### src/rtl/synaptic_integrator_if.sv
// Bus between the spike/weight source and the synaptic integrator.
// The master drives start, spikes and weight writes; the slave returns the timestep result.
interface synaptic_integrator_if #(
   parameter int NUM_INPUTS = 8,
   parameter int WEIGHT_W   = 8,
   parameter int SUM_W      = 16
);
   localparam int ADDR_W = (NUM_INPUTS > 1) ? $clog2(NUM_INPUTS) : 1;

   logic                       start;
   logic [NUM_INPUTS-1:0]      spike_in;
   logic                       w_wr_en;
   logic [ADDR_W-1:0]          w_wr_addr;
   logic signed [WEIGHT_W-1:0] w_wr_data;
   logic                       busy;
   logic signed [SUM_W-1:0]    input_sum;
   logic                       update_enable;
   logic                       sat_flag;

   modport master (
      output start, spike_in, w_wr_en, w_wr_addr, w_wr_data,
      input  busy, input_sum, update_enable, sat_flag
   );

   modport slave (
      input  start, spike_in, w_wr_en, w_wr_addr, w_wr_data,
      output busy, input_sum, update_enable, sat_flag
   );
endinterface

### src/rtl/synaptic_integrator.sv
// Serial weighted spike summation feeding the LIF neuron, one channel per clock,
// with per-addition saturation and a one-cycle update_enable pulse per timestep.
//
//   state   | meaning
//   --------+-----------------------------------------------------------
//   S_IDLE  | waiting for start; result and sat_flag held
//   S_ACCUM | adding weight[idx] of each captured spike, idx = 0..N-1
module synaptic_integrator #(
   parameter int NUM_INPUTS = 8,
   parameter int WEIGHT_W   = 8,
   parameter int SUM_W      = 16
) (
   input  logic                 clk,
   input  logic                 rst_n,
   synaptic_integrator_if.slave bus
);
   localparam int ADDR_W = (NUM_INPUTS > 1) ? $clog2(NUM_INPUTS) : 1;
   localparam logic [ADDR_W-1:0] LAST_IDX = ADDR_W'(NUM_INPUTS - 1);
   localparam logic signed [SUM_W:0] MAX_EXT = {2'b00, {(SUM_W-1){1'b1}}};
   localparam logic signed [SUM_W:0] MIN_EXT = {2'b11, {(SUM_W-1){1'b0}}};

   typedef enum logic {S_IDLE, S_ACCUM} state_t;

   state_t                     state_q, state_d;
   logic [NUM_INPUTS-1:0]      spikes_q, spikes_d;
   logic [ADDR_W-1:0]          idx_q, idx_d;
   logic signed [SUM_W-1:0]    acc_q, acc_d;
   logic                       sat_q, sat_d;
   logic signed [SUM_W-1:0]    sum_q, sum_d;
   logic                       sat_flag_q, sat_flag_d;
   logic                       busy_q, busy_d;
   logic                       ue_q, ue_d;
   logic signed [WEIGHT_W-1:0] weight_q [NUM_INPUTS];

   logic signed [WEIGHT_W-1:0] w_rd;
   logic signed [SUM_W:0]      sum_ext;
   logic signed [SUM_W-1:0]    add_val;
   logic                       add_ovf;
   logic signed [SUM_W-1:0]    acc_nxt;
   logic                       sat_nxt;

   // Read port sees the pre-edge weight, so a same-edge write to this channel lands next timestep.
   assign w_rd    = weight_q[idx_q];
   assign sum_ext = {acc_q[SUM_W-1], acc_q}
                  + {{(SUM_W+1-WEIGHT_W){w_rd[WEIGHT_W-1]}}, w_rd};

   always_comb begin
      add_ovf = 1'b0;
      add_val = sum_ext[SUM_W-1:0];
      if (sum_ext > MAX_EXT) begin
         add_ovf = 1'b1;
         add_val = MAX_EXT[SUM_W-1:0];
      end else if (sum_ext < MIN_EXT) begin
         add_ovf = 1'b1;
         add_val = MIN_EXT[SUM_W-1:0];
      end
   end

   always_comb begin
      state_d    = state_q;
      spikes_d   = spikes_q;
      idx_d      = idx_q;
      acc_d      = acc_q;
      sat_d      = sat_q;
      sum_d      = sum_q;
      sat_flag_d = sat_flag_q;
      busy_d     = busy_q;
      ue_d       = 1'b0;
      acc_nxt    = acc_q;
      sat_nxt    = sat_q;
      case (state_q)
         S_IDLE: begin
            if (bus.start) begin
               spikes_d = bus.spike_in;
               acc_d    = '0;
               idx_d    = '0;
               sat_d    = 1'b0;
               busy_d   = 1'b1;
               state_d  = S_ACCUM;
            end
         end
         S_ACCUM: begin
            if (spikes_q[idx_q]) begin
               acc_nxt = add_val;
               sat_nxt = sat_q | add_ovf;
            end
            acc_d = acc_nxt;
            sat_d = sat_nxt;
            if (idx_q == LAST_IDX) begin
               sum_d      = acc_nxt;
               sat_flag_d = sat_nxt;
               ue_d       = 1'b1;
               busy_d     = 1'b0;
               state_d    = S_IDLE;
            end else begin
               idx_d = idx_q + 1'b1;
            end
         end
         default: state_d = S_IDLE;
      endcase
   end

   always_ff @(posedge clk or negedge rst_n) begin
      if (!rst_n) begin
         state_q    <= S_IDLE;
         spikes_q   <= '0;
         idx_q      <= '0;
         acc_q      <= '0;
         sat_q      <= 1'b0;
         sum_q      <= '0;
         sat_flag_q <= 1'b0;
         busy_q     <= 1'b0;
         ue_q       <= 1'b0;
      end else begin
         state_q    <= state_d;
         spikes_q   <= spikes_d;
         idx_q      <= idx_d;
         acc_q      <= acc_d;
         sat_q      <= sat_d;
         sum_q      <= sum_d;
         sat_flag_q <= sat_flag_d;
         busy_q     <= busy_d;
         ue_q       <= ue_d;
      end
   end

   always_ff @(posedge clk or negedge rst_n) begin
      if (!rst_n) begin
         for (int i = 0; i < NUM_INPUTS; i++) weight_q[i] <= '0;
      end else if (bus.w_wr_en && (int'(bus.w_wr_addr) < NUM_INPUTS)) begin
         weight_q[bus.w_wr_addr] <= bus.w_wr_data;
      end
   end

   assign bus.busy          = busy_q;
   assign bus.input_sum     = sum_q;
   assign bus.update_enable = ue_q;
   assign bus.sat_flag      = sat_flag_q;
endmodule

### src/flat_wrapper.sv
// flat-port wrapper written by rule: the top's interface ports become plain ports
module synaptic_integrator_flat 
#(
   parameter int NUM_INPUTS = 8,
   parameter int WEIGHT_W   = 8,
   parameter int SUM_W      = 16
)
  (clk, rst_n, bus_start, bus_spike_in, bus_w_wr_en, bus_w_wr_addr, bus_w_wr_data, bus_busy, bus_input_sum, bus_update_enable, bus_sat_flag);
  synaptic_integrator_if #(.NUM_INPUTS(NUM_INPUTS), .WEIGHT_W(WEIGHT_W), .SUM_W(SUM_W)) bus_i ();
  input  logic clk;
  input  logic rst_n;
  input wire logic [$bits(bus_i.start)-1:0] bus_start;
  input wire logic [$bits(bus_i.spike_in)-1:0] bus_spike_in;
  input wire logic [$bits(bus_i.w_wr_en)-1:0] bus_w_wr_en;
  input wire logic [$bits(bus_i.w_wr_addr)-1:0] bus_w_wr_addr;
  input wire logic [$bits(bus_i.w_wr_data)-1:0] bus_w_wr_data;
  output wire logic [$bits(bus_i.busy)-1:0] bus_busy;
  output wire logic [$bits(bus_i.input_sum)-1:0] bus_input_sum;
  output wire logic [$bits(bus_i.update_enable)-1:0] bus_update_enable;
  output wire logic [$bits(bus_i.sat_flag)-1:0] bus_sat_flag;
  assign bus_i.start = bus_start;
  assign bus_i.spike_in = bus_spike_in;
  assign bus_i.w_wr_en = bus_w_wr_en;
  assign bus_i.w_wr_addr = bus_w_wr_addr;
  assign bus_i.w_wr_data = bus_w_wr_data;
  assign bus_busy = bus_i.busy;
  assign bus_input_sum = bus_i.input_sum;
  assign bus_update_enable = bus_i.update_enable;
  assign bus_sat_flag = bus_i.sat_flag;
  synaptic_integrator #(.NUM_INPUTS(NUM_INPUTS), .WEIGHT_W(WEIGHT_W), .SUM_W(SUM_W)) u_core (.clk(clk), .rst_n(rst_n), .bus(bus_i));
endmodule
### config.mk
export PLATFORM = sky130hd
export DESIGN_NAME = synaptic_integrator_flat
export DESIGN_NICKNAME = d
export VERILOG_FILES = /design/src/rtl/synaptic_integrator_if.sv /design/src/rtl/synaptic_integrator.sv /design/src/flat_wrapper.sv
export SDC_FILE = /design/constraint.sdc
export NUM_CORES = 1
export LEC_CHECK = 0
export BUFFER_PORTS_ARGS = -buffer_cell sky130_fd_sc_hd__buf_2
export CAP_MARGIN = 20
export CORE_MARGIN = 1
export CORE_UTILIZATION = 50
export DETAILED_ROUTE_END_ITERATION = 12
export GPL_ROUTABILITY_DRIVEN = 0
export GPL_TIMING_DRIVEN = 0
export PLACE_DENSITY = 0.68
export REMOVE_ABC_BUFFERS = 1
export SYNTH_ARGS = -nofsm -noshare
export SYNTH_HDL_FRONTEND = slang
export SYNTH_SLANG_ARGS = --single-unit
### constraint.sdc
create_clock -name clk -period 9.2 [get_ports clk]
set_input_delay 0.46 -clock clk [delete_from_list [all_inputs] [get_ports clk]]
set_output_delay 0.46 -clock clk [all_outputs]
set_load 0.005 [all_outputs]
==> results.json, run 1 <==
{
  "final_net_count": 582,
  "post_cts.resized_instances": 0,
  "fp.coreArea_sq_um": 12000,
  "synthesis.yosys.warnings": 0,
  "initial_core_util_pct": 51.2,
  "cp_slowest_stage_delay_ns": 0.73,
  "max-slew-margin-rel_pct": 28.8,
  "ctsHtreeMaxLevel": 3,
  "drtPass1Iterations": 5,
  "cts_sinks": 112,
  "cts.hold.buffers_added": 0,
  "first_global_vias": 4236,
  "cts.path.max_buffers": 2,
  "critPathLaunchType": "register",
  "timing.critical_path.arrival_ns": 4.88,
  "min_period_over_period_pct": 50.2,
  "tritoncts.num_buffers": 9,
  "tightest_slew_ns": 1.07,
  "finalHoldViolCount": 0,
  "cts_tree": "done",
  "dominantRegCellSynth": "sky130_fd_sc_hd__dfrtp_1",
  "wire_per_inst_microns": 19.4,
  "async_reset_ff_share_pct": 100,
  "slew_violations": 0,
  "fill_cells": 983,
  "pin_count": 42,
  "hpwl_after_dpl_microns": 9040,
  "timing.clock.skew_ns": 0.00947,
  "clk-insertion-delay-late_ns": 0.36,
  "timing.critical_path.slowest_stage_cell": "sky130_fd_sc_hd__dfrtp_1",
  "drcViolationCount": 0,
  "die_h_microns": 113,
  "area.growth.synth_to_final_pct": 10.7,
  "postSynthRegisterBits": 112,
  "grt_pass1_wl_microns": 22200,
  "critical_path.endpoint_type": "register",
  "setup.worst_path.class": "reg2reg",
  "dieWidth_microns": 113,
  "maxCapViolCount": 0,
  "max_clock_freq_ghz": 0.217,
  "synth_cell_type_count": 52,
  "grt_setup_unrepaired": "false",
  "ctsRootBufferMaster": "sky130_fd_sc_hd__clkbuf_16",
  "synthCells": 513,
  "drt_iter0_markers": 255,
  "ordered_list_of_cells_on_the_worst_path": "buf_16 > mux4_2 > mux2_2 > ha_1 > nand4_1 > nor3_1 > o21ai_0 > nand3_1 > nand3_2 > a22oi_1",
  "buffer_ports.inserted": 41,
  "die-area_sq_um": 12700,
  "hold_path.class": "in2async",
  "global_route.usage.total_pct": 22.8,
  "fin_tns_setup_ns": 0,
  "min_clock_period_post_route_ns": 4.62,
  "status": "finished, final reports clean",
  "synth.cell_area_sq_um": 6120,
  "maximum_number_of_pins_on_one_net_before_global_route_repair": 65,
  "placement_rows": 40,
  "insertedDiodeCount": 0,
  "drive_above_1_share_pct": 33.5,
  "initial_antenna_violation_count": 0,
  "clk_pin_slew_ns": 0.08,
  "vias_per_cell": 6.15,
  "required_ns": 9.46,
  "route.final.wire_length_microns": 13400,
  "seq_area_frac_synth_pct": 45.8,
  "critical_path.max_fanout": 16,
  "synth-edff-count": 0,
  "grt.overflow.total": 0,
  "final_ant_viol_nets": 0,
  "report.final.setup_viol": 0,
  "synth.avg_cell_area_sq_um": 11.9,
  "post-cts-setup-buffers": 0,
  "vias": 4251
}
layer usage:
metal | track usage, % | up-vias | share of wire [%]
met5 | 0 | - | 0
met4 | 5.87 | 0 | 1.2
met3 | 5.18 | 13 | 4.3
met2 | 38.0 | 100 | 51
met1 | 30.1 | 2134 | 44
li1 | - | 2004 | -
kinds of logic after synthesis:
logic type | after synthesis | share of synthesized area [%]
compound gates | 135 | 15.2
xor+xnor | 8 | 1.14
fa+ha+maj | 19 | 4.00
buf+inv | 39 | 3.11
flops | 112 | 45.8
mux | 101 | 21.9
simple gates | 99 | 8.93
sequential cells by signal (all words and copies together) (netlist names):
| name | count |
|---|---|
| u_core.weight_q | 64 |
| u_core.acc_q | 16 |
| u_core.bus.input_sum | 16 |
| u_core.spikes_q | 8 |
| u_core.idx_q | 3 |
| u_core.bus.busy | 1 |
| u_core.bus.sat_flag | 1 |
| u_core.bus.update_enable | 1 |
| u_core.sat_q | 1 |
| u_core.state_q | 1 |
cell usage in the layout, fill, tap and decap left out, types with 10 or more instances in the layout:
cell / n
sky130_fd_sc_hd__mux4_2: 18
sky130_fd_sc_hd__o21ai_0: 29
sky130_fd_sc_hd__a22oi_2: 10
sky130_fd_sc_hd__dfrtp_1: 112
sky130_fd_sc_hd__buf_2: 40
sky130_fd_sc_hd__nor2b_1: 12
sky130_fd_sc_hd__mux2_2: 82
sky130_fd_sc_hd__nor2_1: 15
sky130_fd_sc_hd__and3_1: 13
sky130_fd_sc_hd__nand3_1: 13
sky130_fd_sc_hd__ha_1: 18
sky130_fd_sc_hd__a21oi_1: 30
sky130_fd_sc_hd__nand2_1: 18
sky130_fd_sc_hd__a31oi_1: 23
worst max-delay path, delay by kind of cell (launching register included):
kind                     cells  cell delay, ns
AO/OA/AOI/OAI                2            0.55
adder cells (fa/ha/maj)      1            0.46
buffers and inverters        1            0.23
flip-flops                   1            0.73
multiplexers                 2            0.90
AND/OR/NAND/NOR              4            1.65
synth_stat cells, drive strengths merged (4+ instances only):
| cell type | n | area, sq um |
|---|---|---|
| dfrtp | 112 | 2800 |
| nand3 | 14 | 75.1 |
| a22o | 5 | 43.8 |
| a21o | 8 | 60.1 |
| a22oi | 11 | 133 |
| nand2 | 18 | 67.6 |
| nor3 | 7 | 40.0 |
| buf | 15 | 98.8 |
| o21a | 5 | 37.5 |
| nand4 | 4 | 25.0 |
| nor2 | 15 | 56.3 |
| a211oi | 5 | 42.5 |
| mux2 | 82 | 923 |
| and3 | 13 | 81.3 |
| inv | 8 | 30.0 |
| clkbuf | 16 | 61.3 |
| o21ai | 29 | 145 |
| ha | 18 | 225 |
| mux4 | 18 | 405 |
| nor2b | 13 | 81.3 |
| xnor2 | 5 | 43.8 |
| a31oi | 23 | 144 |
| o211ai | 7 | 66.3 |
| a21oi | 30 | 150 |
final cells by class:
type	count	area [sq um]	share of cell area, %
inverter	8	30.0	0.443
multi-input combinational	362	3140	46.3
clock buffer	10	239	3.52
tap	147	184	2.71
sequential	112	2800	41.3
clock inverter	5	63.8	0.941
timing repair buffer	47	324	4.78
path summary, 6_finish.rpt:
check | startpoint | end | slack (ns) | cells past startpoint
min in group clk | bus_spike_in[5] | u_core.spikes_q[5] | 0.33 | 2
max in group asynchronous | rst_n | u_core.weight_q[37] | 8.31 | 2
setup reg to reg | u_core.idx_q[0] | u_core.bus.input_sum[10] | 4.58 | 10
hold / removal | rst_n | u_core.weight_q[22] | 0.14 | 1
hold reg to reg | u_core.sat_q | u_core.sat_q | 0.49 | 2
setup / recovery | u_core.idx_q[0] | u_core.bus.input_sum[10] | 4.58 | 10
per-stage QoR:
step / cell area, sq um / hold WS [ns] / utilization [%] / setup WS, ns / std cells
floorplan: 5960 / 0.164 / - / 4.90 / 482
global placement: 6350 / 0.465 / 53.1 / 4.12 / 670
detailed placement: 6480 / 0.475 / 54.2 / 4.55 / 676
CTS: 6780 / 0.159 / 56.7 / 4.52 / 691
global route: 6780 / 0.193 / 56.7 / 4.10 / 691
finish: 6780 / 0.142 / 56.7 / 4.58 / 691
Power of run 1 is left out: the tool's default activity adds up to more than one toggle a clock period on the data nets, which glitch-free logic cannot reach.
==> run 2, diff against run 1 <==
==> constraint.sdc (replaced) <==
create_clock -name clk -period 4.27 [get_ports clk]
set_input_delay 0.2135 -clock clk [delete_from_list [all_inputs] [get_ports clk]]
set_output_delay 0.2135 -clock clk [all_outputs]
set_load 0.005 [all_outputs]
==> run 2 against run 1 <==
- clock-buffer cell count unchanged
- final area grew 1.1%
- clock skew is essentially flat
- routed wire length is 0.67% higher
- global-route usage fell by 0.059 points
- sequential cell count unchanged
- sequential share of layout area shrank 0.39 points
- critical path type unchanged
- critical endpoint is now u_core.bus.input_sum[14]
- largest cell class unchanged
- highest routed layer unchanged
==> results.json, run 2 (same netlist as run 1, synthesis figures left out) <==
{
  "layout.cell_area.non_filler_sq_um": 6850,
  "post-place-cells": 676,
  "buffer_ports.inserted": 41,
  "largest_register_ff_count": 64,
  "cts_tree": "done",
  "insertedDiodeCount": 0,
  "cpMostUsedCell": "sky130_fd_sc_hd__o211ai_1",
  "timing.clock.skew_ns": 0.00904,
  "timing.critical_path.arrival_ns": 4.31,
  "ctsHtreeMaxLevel": 3,
  "vias_per_cell": 6.15,
  "drcViolationCount": 0,
  "clk_pin_slew_ns": 0.07,
  "post_layout_nonfiller_instances": 695,
  "vias": 4273,
  "grt.overflow.total": 0,
  "timing.critical_path.slowest_stage_cell": "sky130_fd_sc_hd__a2111oi_1",
  "status": "finished, final reports clean",
  "ctsRootBufferMaster": "sky130_fd_sc_hd__clkbuf_16",
  "critical_path.endpoint_type": "register",
  "clk-insertion-delay-late_ns": 0.36,
  "tritoncts.num_buffers": 9,
  "grt_setup_unrepaired": "false",
  "fin_tns_setup_ns": 0,
  "fp.coreArea_sq_um": 12000,
  "critPathLaunchType": "register",
  "largest-register": "u_core.weight_q",
  "area.growth.synth_to_final_pct": 11.9,
  "grt_pass1_wl_microns": 22200,
  "die-area_sq_um": 12700,
  "drt_iter0_markers": 211,
  "drtPass1Iterations": 5,
  "min_period_over_period_pct": 95.9,
  "wire_per_inst_microns": 19.5,
  "final_ant_viol_nets": 0,
  "hold_path.class": "in2reg",
  "max_clock_freq_ghz": 0.244,
  "initial_antenna_violation_count": 0,
  "critical_path.max_fanout": 9,
  "max-slew-margin-rel_pct": 30.6,
  "cp_slowest_stage_delay_ns": 0.75,
  "placement_rows": 40,
  "slew_violations": 0,
  "setup.worst_path.class": "reg2reg",
  "drive_above_1_share_pct": 34.7,
  "cts_sinks": 112,
  "maximum_number_of_pins_on_one_net_before_global_route_repair": 65,
  "route.final.wire_length_microns": 13500,
  "final_net_count": 586,
  "report.final.setup_viol": 0,
  "cts.path.max_buffers": 2,
  "pin_count": 42,
  "min_clock_period_post_route_ns": 4.10,
  "die_h_microns": 113,
  "final_common_cell": "sky130_fd_sc_hd__dfrtp_1",
  "initial_core_util_pct": 51.2,
  "ordered_list_of_cells_on_the_worst_path": "mux4_2 > mux2_2 > ha_1 > fa_1 > a211oi_1 > o211ai_1 > a2111oi_1 > nor3_1 > o211ai_1 > a31oi_1",
  "maxCapViolCount": 0,
  "required_ns": 4.48,
  "postPlaceCellArea_sq_um": 6480,
  "first_global_vias": 4242,
  "final_cell_mix": "sky130_fd_sc_hd__dfrtp_1, sky130_fd_sc_hd__mux2_2, sky130_fd_sc_hd__buf_2",
  "tightest_slew_ns": 1.04,
  "global_route.usage.total_pct": 22.7,
  "finalHoldViolCount": 0,
  "dieWidth_microns": 113,
  "hpwl_after_dpl_microns": 9040
}
## run 2: cell count changes in the layout (fill, tap and decap cells not counted), sizes merged
| cell | change |
|---|---|
| buf | +3 |
| dlygate4sd3 | +1 |
## run 2: worst paths after layout
kind | slack, ns | depth (start not counted) | to | start
setup reg to reg | 0.17 | 10 | u_core.bus.input_sum[14] | u_core.idx_q[0]
setup / recovery | 0.17 | 10 | u_core.bus.input_sum[14] | u_core.idx_q[0]
hold reg to reg | 0.49 | 2 | u_core.sat_q | u_core.sat_q
max in group asynchronous | 3.07 | 3 | u_core.idx_q[0] | rst_n
min in group asynchronous | 0.44 | 2 | u_core.bus.input_sum[5] | rst_n
hold / removal | 0.08 | 2 | u_core.spikes_q[7] | bus_spike_in[7]
## run 2: timing repair
| item | in CTS | in global routing |
|---|---|---|
| resized for setup | 5 | 4 |
| hold buffers | 1 | 0 |
| buffers inserted | 0 | 3 |
| endpoints found under the hold margin | 48 | 0 |
| endpoints found under the setup margin | 30 | 19 |
| pin swaps | 0 | 1 |
## run 2: area by class of cell
cell class / instances / area, sq um
Clock buffer: 10 / 239
Sequential cell: 112 / 2810
Multi-Input combinational cell: 362 / 3170
Inverter: 8 / 30.0
Clock inverter: 5 / 63.8
Fill cell: 974 / 5110
Timing Repair Buffer: 51 / 357
Tap cell: 147 / 184
## run 2: routing by layer
layer,vias up,part of all wire [%],global-route usage [%]
li1,2018,-,-
met1,2146,43,29.7
met2,88,51,38.1
met3,21,4.1,5.35
met4,0,1.6,6.13
met5,-,0,0
## run 2: metrics by stage
stage / worst slack [ns] / hold slack [ns] / utilization (%)
floorplan: -0.0264 / -0.0821 / -
global placement: -0.815 / 0.446 / 53.1
detailed placement: -0.378 / 0.297 / 54.2
CTS: 0.0944 / 0.0729 / 56.9
global route: 0.0145 / 0.0650 / 57.3
finish: 0.175 / 0.0814 / 57.3
## run 2: critical path, delay by kind of cell (launching register included)
family	cells	cell delay, ns
adders and majority gates	2	0.67
and+or+nand+nor	1	0.11
DFF	1	0.57
muxes	2	0.87
AOI/OAI and AO/OA	5	1.72
Power of run 2 is left out for the same reason.
